==> config.mk <==
export PLATFORM = sky130hd
export DESIGN_NAME = cg_timer_ctrl
export DESIGN_NICKNAME = d
export VERILOG_FILES = /design/src/rtl/cg_timer_ctrl.sv
export SDC_FILE = /design/constraint.sdc
export NUM_CORES = 1
export LEC_CHECK = 0
export CAP_MARGIN = 20
export CELL_PAD_IN_SITES_DETAIL_PLACEMENT = 1
export CELL_PAD_IN_SITES_GLOBAL_PLACEMENT = 1
export CORE_ASPECT_RATIO = 1.75
export CORE_UTILIZATION = 44
export DETAILED_ROUTE_END_ITERATION = 6
export DONT_BUFFER_PORTS = 1
export PLACE_DENSITY = 0.74
export SLEW_MARGIN = 20
export SYNTH_ARGS = -nofsm -noshare
export SYNTH_HDL_FRONTEND = slang
export SYNTH_SLANG_ARGS = --single-unit
==> constraint.sdc <==
create_clock -name i_clk -period 2 [get_ports i_clk]
set_clock_uncertainty 0.05 [all_clocks]
set_input_delay 0.3 -clock i_clk [delete_from_list [all_inputs] [get_ports i_clk]]
set_output_delay 0.3 -clock i_clk [all_outputs]
set_load 0.02 [all_outputs]
==> src/rtl/cg_timer_ctrl.sv <==
// Timer controller: sequences a downstream counter through preset/run/pause and raises an expiry irq.
// Optional expiry counter output o_exp_cnt is enabled by defining CG_TIMER_CTRL_EXP_CNT_EN.
module cg_timer_ctrl #(
    parameter int DATA_WIDTH = 32
) (
    input  logic                  i_clk,
    input  logic                  i_rst,
    input  logic                  i_start,
    input  logic                  i_pause,
    input  logic                  i_abort,
    input  logic                  i_periodic,
    input  logic [DATA_WIDTH-1:0] i_load,
    input  logic [DATA_WIDTH-1:0] i_cmp,
    input  logic [DATA_WIDTH-1:0] i_count,
    input  logic                  i_irq_ready,
    output logic                  o_prst,
    output logic                  o_stop,
    output logic [DATA_WIDTH-1:0] o_default,
    output logic                  o_irq_valid,
    output logic                  o_irq_ovf,
    output logic [2:0]            o_state
`ifdef CG_TIMER_CTRL_EXP_CNT_EN
    ,
    output logic [7:0]            o_exp_cnt
`endif
);

    typedef enum logic [2:0] {
        ST_IDLE  = 3'd0,
        ST_LOAD  = 3'd1,
        ST_RUN   = 3'd2,
        ST_PAUSE = 3'd3,
        ST_DONE  = 3'd4
    } state_t;

    state_t                state_q, state_d;
    logic [DATA_WIDTH-1:0] load_q;
    logic [DATA_WIDTH-1:0] cmp_q;
    logic                  periodic_q;
    logic                  prst_q;
    logic                  stop_q;
    logic                  irq_valid_q, irq_valid_d;
    logic                  irq_ovf_q, irq_ovf_d;
    logic                  expire;
    logic                  accept;

    // Expiry is seen only while running; abort wins the state transition but the irq is still raised.
    assign expire = (state_q == ST_RUN) && (i_count == cmp_q);
    assign accept = i_start && !i_abort && ((state_q == ST_IDLE) || (state_q == ST_DONE));

    always_comb begin
        state_d = state_q;
        if (i_abort) begin
            state_d = ST_IDLE;
        end else begin
            case (state_q)
                ST_IDLE, ST_DONE: if (i_start) state_d = ST_LOAD;
                ST_LOAD:          state_d = ST_RUN;
                ST_RUN: begin
                    if (expire)       state_d = periodic_q ? ST_LOAD : ST_DONE;
                    else if (i_pause) state_d = ST_PAUSE;
                end
                ST_PAUSE:         if (!i_pause) state_d = ST_RUN;
                default:          state_d = ST_IDLE;
            endcase
        end
    end

    always_comb begin
        irq_valid_d = expire || (irq_valid_q && !i_irq_ready);
        irq_ovf_d   = accept ? 1'b0 : (irq_ovf_q || (expire && irq_valid_q && !i_irq_ready));
    end

    // Preset/hold are registered alongside the state so they always match o_state.
    always_ff @(posedge i_clk or posedge i_rst) begin
        if (i_rst) begin
            state_q     <= ST_IDLE;
            load_q      <= '0;
            cmp_q       <= '0;
            periodic_q  <= 1'b0;
            prst_q      <= 1'b0;
            stop_q      <= 1'b1;
            irq_valid_q <= 1'b0;
            irq_ovf_q   <= 1'b0;
        end else begin
            state_q     <= state_d;
            prst_q      <= (state_d == ST_LOAD);
            stop_q      <= (state_d == ST_IDLE) || (state_d == ST_PAUSE) || (state_d == ST_DONE);
            irq_valid_q <= irq_valid_d;
            irq_ovf_q   <= irq_ovf_d;
            if (accept) begin
                load_q     <= i_load;
                cmp_q      <= i_cmp;
                periodic_q <= i_periodic;
            end
        end
    end

`ifdef CG_TIMER_CTRL_EXP_CNT_EN
    logic [7:0] exp_cnt_q;

    always_ff @(posedge i_clk or posedge i_rst) begin
        if (i_rst) begin
            exp_cnt_q <= 8'd0;
        end else if (accept) begin
            exp_cnt_q <= 8'd0;
        end else if (expire && (exp_cnt_q != 8'd255)) begin
            exp_cnt_q <= exp_cnt_q + 8'd1;
        end
    end

    assign o_exp_cnt = exp_cnt_q;
`endif

    assign o_state     = state_q;
    assign o_prst      = prst_q;
    assign o_stop      = stop_q;
    assign o_default   = load_q;
    assign o_irq_valid = irq_valid_q;
    assign o_irq_ovf   = irq_ovf_q;

endmodule
==> metrics.txt, run 1 <==
largest net degree at the start of global routing 46; failing checks negative setup slack; Die X 66.8 um; DRT Wirelength 7570 um; worst path bufs/invs 0; worst slack, placed -0.0648 ns; pwr/cell area 1210 nW/um2; worst min-delay path category in2reg; Port Buffers 0; first-pass GRT wire length about 11000 um; r2r worst-path depth 5; Reg clk slew, reported paths 0.06 ns; slowest stage delay, CP 0.53 ns; maxcap violations 0; via count 1958; insertion delay to the later sink of the worst-skew pair 0.33 ns; reg-to-reg critical path endpoint o_state[0]; Critical Path End Type flop; Via density 5.64; num rows about 40; Slowest-stage cell, CP or4_4; Post-Place Cells 328; TritonCTS Sinks 72; Crit path required time 2.16 ns; final cycle utilization of the critical path 100%; Hold Path Depth 1; IO Count 142; Seq/Total Area, Yosys 55.7%; Total GRT Usage 20.9%; Routed WL per cell about 22 um; WS Path Type reg2reg; initial antenna violation count 0; CTS H-tree lvls 3; kind of cell adding the most delay to the critical path simple AND/OR/NAND/NOR gates; critical path data arrival time approximately 2.2 ns; min Tclk post-route 2.00 ns; Syn. warnings 0; fmax 0.499 GHz; ratio of cells with drive above 1 in the final layout 46.7%; FF-to-FF Start cmp_q[20]; Slew @ Worst Pin 0.641 ns; # nets final around 360; Setup-failing EPs final 1; Setup TNS Final -0.00271 ns; relative slew slack 57.2%; Post-DP Area between 3000 and 4000 um2; worst reg2reg setup slack -0.003 ns; core area slightly above 7000 um2; critical path fanouts, max 2; CTS tree yes; ANT cells 0; Gate Count Post-Synth 233; Num CTS Buffers 9; Cell Area, Synth roughly 3200 um2; Hold Startpoint i_load[31]; Area Growth Syn to Fin 20.2%; status complete, but fails checks; vias in the first global route 2197; total power about 4.7 mW; initial core utilization roughly 45%; design area 3890 um2; end of the worst hold path o_default[31]; Detail Route Antenna Nets 0; commonest non-fill, non-tap cell in the layout dfrtp_1; Synth Register Bits 72; most frequent cells in the layout 71 x dfrtp_1, 65 x mux2_2, 15 x xnor2_1; drt initial violations 79; CP Launch Type flop; Hold Fails Final Rpt 0; Worst VDD drop ~0.00087 V; Pleak 1.58 nW; Slew Limit Fails 0; drt drc 0; Cell Chain, Critical Path xnor2_2 -> nand2_1 -> or4_4 -> o31ai_2 -> or3b_1; die height 115 um; post-DP HPWL 5830 um; worst-case clock buffer depth 2; RSZ-0062 raised after global routing yes; GRT overflow 0; syn avg cell area 13.9 um2; die area 7710 um2; fin cells 347; Distinct cells, synth 34; CTS root buf clkbuf_16; worst setup margin -0.00271 ns; Post-Syn Nets 336; CP startpoint cmp_q[20]; gpl congestion around 0.78; DRT Pass-1 Iters 6
[sequential cells by signal (all words and copies together) (netlist names)]
register / cells
o_irq_valid: 1
o_stop: 1
cmp_q: 32
o_irq_ovf: 1
o_default: 32
o_prst: 1
periodic_q: 1
o_state: 3
[where the power goes]
part | switching (mW) | internal (mW)
registers | 0.465 | 1.80
logic | 0.351 | 0.546
clock network | 0.584 | 0.957
total | 1.40 | 3.30
[cell usage after synthesis (all sizes together)]
| cell | count | area, um2 |
|---|---|---|
| or3b | 1 | 8.76 |
| buf | 6 | 27.5 |
| a31o | 2 | 17.5 |
| dfstp | 1 | 26.3 |
| nor2b | 1 | 6.26 |
| xor2 | 4 | 35.0 |
| a2111oi | 1 | 8.76 |
| o211ai | 1 | 7.51 |
| clkbuf | 1 | 3.75 |
| nor2 | 6 | 22.5 |
| o21a | 1 | 7.51 |
| nand4 | 12 | 75.1 |
| nor3 | 2 | 10.0 |
| o21ai | 1 | 5.00 |
| a21oi | 3 | 15.0 |
| or2 | 1 | 6.26 |
| nand3 | 1 | 5.00 |
| nand2 | 3 | 11.3 |
| o31ai | 1 | 12.5 |
| or4 | 2 | 22.5 |
| a41oi | 1 | 8.76 |
| nor4 | 3 | 25.0 |
| inv | 3 | 11.3 |
| dfrtp | 71 | 1780 |
| nand4b | 4 | 35.0 |
| a31oi | 1 | 6.26 |
| nand2b | 4 | 25.0 |
| nor3b | 1 | 12.5 |
| nor4b | 1 | 8.76 |
| xnor2 | 28 | 260 |
| mux2 | 65 | 732 |
[logic make-up after synthesis]
logic type      count (synthesis)  share of synthesized area, %
buf+inv                        10                          1.31
mux                            65                          22.6
flops                          72                          55.7
compound gates                 12                          2.75
xor+xnor                       32                          9.13
simple gates                   42                          8.47
[layout make-up]
cell class	count	area [um2]
clock buffer	10	229
clock inverter	6	60.1
fill	720	3290
inverter	3	15.0
multi-input combinational	151	1480
sequential	72	1800
tap	86	108
timing repair buffer	19	195
[per-layer routing]
layer | track usage (%) | share of wire (%) | up-vias | wire (um)
met1 | 20.9 | 32 | 971 | 2420
met2 | 36.1 | 57 | 77 | 4320
li1 | - | - | 890 | -
met3 | 5.51 | 6.3 | 20 | 479
met5 | 0 | 0 | - | 0
met4 | 15.5 | 4.7 | 0 | 352
[per-stage QoR]
stage | hold slack [ns] | util (%)
2_1_floorplan | 0.401 | -
3_3_place_gp | 0.230 | 48.6
3_5_place_dp | 0.238 | 48.6
4_1_cts | 0.0537 | 53.5
5_1_grt | 0.0574 | 54.2
6_report | 0.0656 | 54.2
[worst max path at each step]
| stage | depth (start not counted) | slack [ns] | end |
|---|---|---|---|
| 2_1_floorplan | 5 | 0.04 | o_state[0] |
| 3_3_place_gp | 5 | -0.07 | o_state[0] |
| 3_5_place_dp | 5 | -0.06 | o_state[0] |
| 4_1_cts | 5 | 0.0009 | o_state[0] |
| 5_1_grt | 5 | -0.04 | o_state[0] |
| 6_report | 5 | -0.003 | o_state[0] |
[repair_timing]
| item | in CTS | in global routing |
|---|---|---|
| setup buffers | 0 | 2 |
| hold endpoints to repair | 26 | 0 |
| endpoints found under the setup margin | 1 | 1 |
| gates resized for setup | 7 | 4 |
| hold buffers | 1 | 0 |
| pin swaps | 2 | 4 |
Note: power is estimated with default switching activity, not from simulation.
==> inputs of run 2 (changes only) <==
Settings changed: CELL_PAD_IN_SITES_DETAIL_PLACEMENT 1 to not set, CELL_PAD_IN_SITES_GLOBAL_PLACEMENT 1 to not set, CORE_UTILIZATION 44 to 56, PLACE_DENSITY 0.74 to 0.73.
==> metrics.txt, run 2 (synthesized netlist as in run 1, its figures left out) <==
FF-to-FF Start cmp_q[26]; insertion delay to the later sink of the worst-skew pair 0.34 ns; Routed WL per cell 19.9 um; Critical Path End Type flop; first-pass GRT wire length 9590 um; Post-Place Cells between 300 and 400; pwr/cell area 1120 nW/um2; num rows 36; drt initial violations between 90 and 100; M1 GR Usage 24.1%; relative slew slack 66.0%; GRT overflow 0; gpl congestion between 0.8 and 0.9; CTS root buf clkbuf_8; die height between 100 and 150 um; Area Growth Syn to Fin 15.7%; initial antenna violation count 0; GR peak layer met2; M2 GR Usage a little under two fifths; Setup-failing EPs final 0; most frequent cells in the layout 71 x dfrtp_1, 65 x mux2_2, 14 x xnor2_1, 14 x xnor2_2, 12 x nand4_1; ratio of cells with drive above 1 in the final layout 46.2%; Port Buffers 0; vias in the first global route 2056; drt drc 0; TritonCTS Sinks 72; WS Path Type reg2reg; via count 1925; worst min-delay path category in2reg; Total GRT Usage about 22%; slowest stage delay, CP 0.54 ns; ANT cells 0; die area between 6000 and 7000 um2; Pleak between 1.5 and 2 nW; Slew Limit Fails 0; largest net degree at the start of global routing 51; Via density 5.85; maxcap violations 0; M3 GR Usage approximately 5.8%; Reg clk slew, reported paths approximately 0.070 ns; FILL cells 450; critical path data arrival time between 2 and 2.5 ns; DRT Pass-1 Iters 4; design area between 3000 and 4000 um2; worst-case clock buffer depth 2; core area around 5600 um2; Detail Route Antenna Nets 0; IO Count around 140; Hold Fails Final Rpt 0; commonest non-fill, non-tap cell in the layout dfrtp_1; critical path fanouts, max 2; initial core utilization between 50% and 60%; Hold Startpoint i_cmp[21]; CTS H-tree lvls 3; Slew @ Worst Pin 0.509 ns; Crit path required time approximately 2.2 ns; Die X 59.5 um; Num CTS Buffers 9; Cell Chain, Critical Path xnor2_1 -> nand2_1 -> or4_4 -> o31ai_2 -> or3b_1; fmax between 0.5 and 0.6 GHz; CP Launch Type flop; status finished clean; RSZ-0062 raised after global routing yes; CP startpoint cmp_q[26]; min Tclk post-route 1.96 ns; final cycle utilization of the critical path a little under 100%; # nets final around 360; fin cells 329; Slowest-stage cell, CP or4_4; post-DP HPWL 4910 um; DRT Wirelength 6540 um; Post-DP Area 3450 um2; CTS tree yes; Worst VDD drop between 0.0006 and 0.0007 V
run 2: worst paths after layout:
check / endpoint / slack [ns] / cells past startpoint
max: o_state[0] / 0.04 / 5
max in group asynchronous: cmp_q[29] / 0.86 / 3
min: cmp_q[21] / 0.06 / 1
min in group asynchronous: periodic_q / 0.43 / 2
min reg2reg: cmp_q[17] / 0.48 / 1
max reg2reg: o_state[0] / 0.04 / 5
run 2: critical path, delay by kind of cell (launching register included):
kind                      cells  cell delay [ns]
AOI/OAI and AO/OA             1             0.24
DFF                           1             0.38
and+or+nand+nor               3             0.99
xor gates and xnor gates      1             0.18
run 2: metal layers:
metal	vias to the layer above	routed length, um
met5	-	0
met4	0	250
met3	18	402
met2	85	3520
met1	952	2360
li1	870	-
run 2: timing repair:
action                                 in CTS  in global routing
pin swaps                                   1                  7
setup endpoints to repair                   1                  1
resized for setup                           2                 11
endpoints found under the hold margin      21                  0
setup buffers                               0                  1
hold buffers                                1                  0
run 2: through the flow:
step / power, mW / utilization (%) / setup WS, ns / hold WS [ns] / TNS (ns)
6_report: 4.21 / 67.0 / 0.0357 / 0.0551 / 0
5_1_grt: 4.42 / 67.0 / -0.0282 / 0.0364 / -0.0282
4_1_cts: 4.20 / 65.4 / 0.00421 / 0.0338 / 0
3_5_place_dp: 3.08 / 61.7 / -0.0272 / 0.182 / -0.0272
3_3_place_gp: 3.05 / 61.7 / -0.0111 / 0.169 / -0.0111
2_1_floorplan: 2.85 / - / 0.0356 / 0.401 / 0
run 2: layout make-up:
class | count | area [um2] | area share (%)
Sequential cell | 72 | 1800 | 48.2
Clock buffer | 11 | 151 | 4.05
Inverter | 3 | 15.0 | 0.401
Multi-Input combinational cell | 151 | 1500 | 40.0
Timing Repair Buffer | 15 | 153 | 4.08
Clock inverter | 1 | 30.0 | 0.802
Tap cell | 76 | 95.1 | 2.54
run 2: power by group:
part           internal (mW)  switching (mW)
combinational          0.536           0.328
sequential              1.80           0.460
clock                  0.616           0.467
total                   2.95            1.26
==> inputs of run 3 (changes only) <==
Settings changed: TNS_END_PERCENT set to 20.
==> results of run 3 <==
Same layout as run 2: the final DEF is identical, and so are final timing and power.
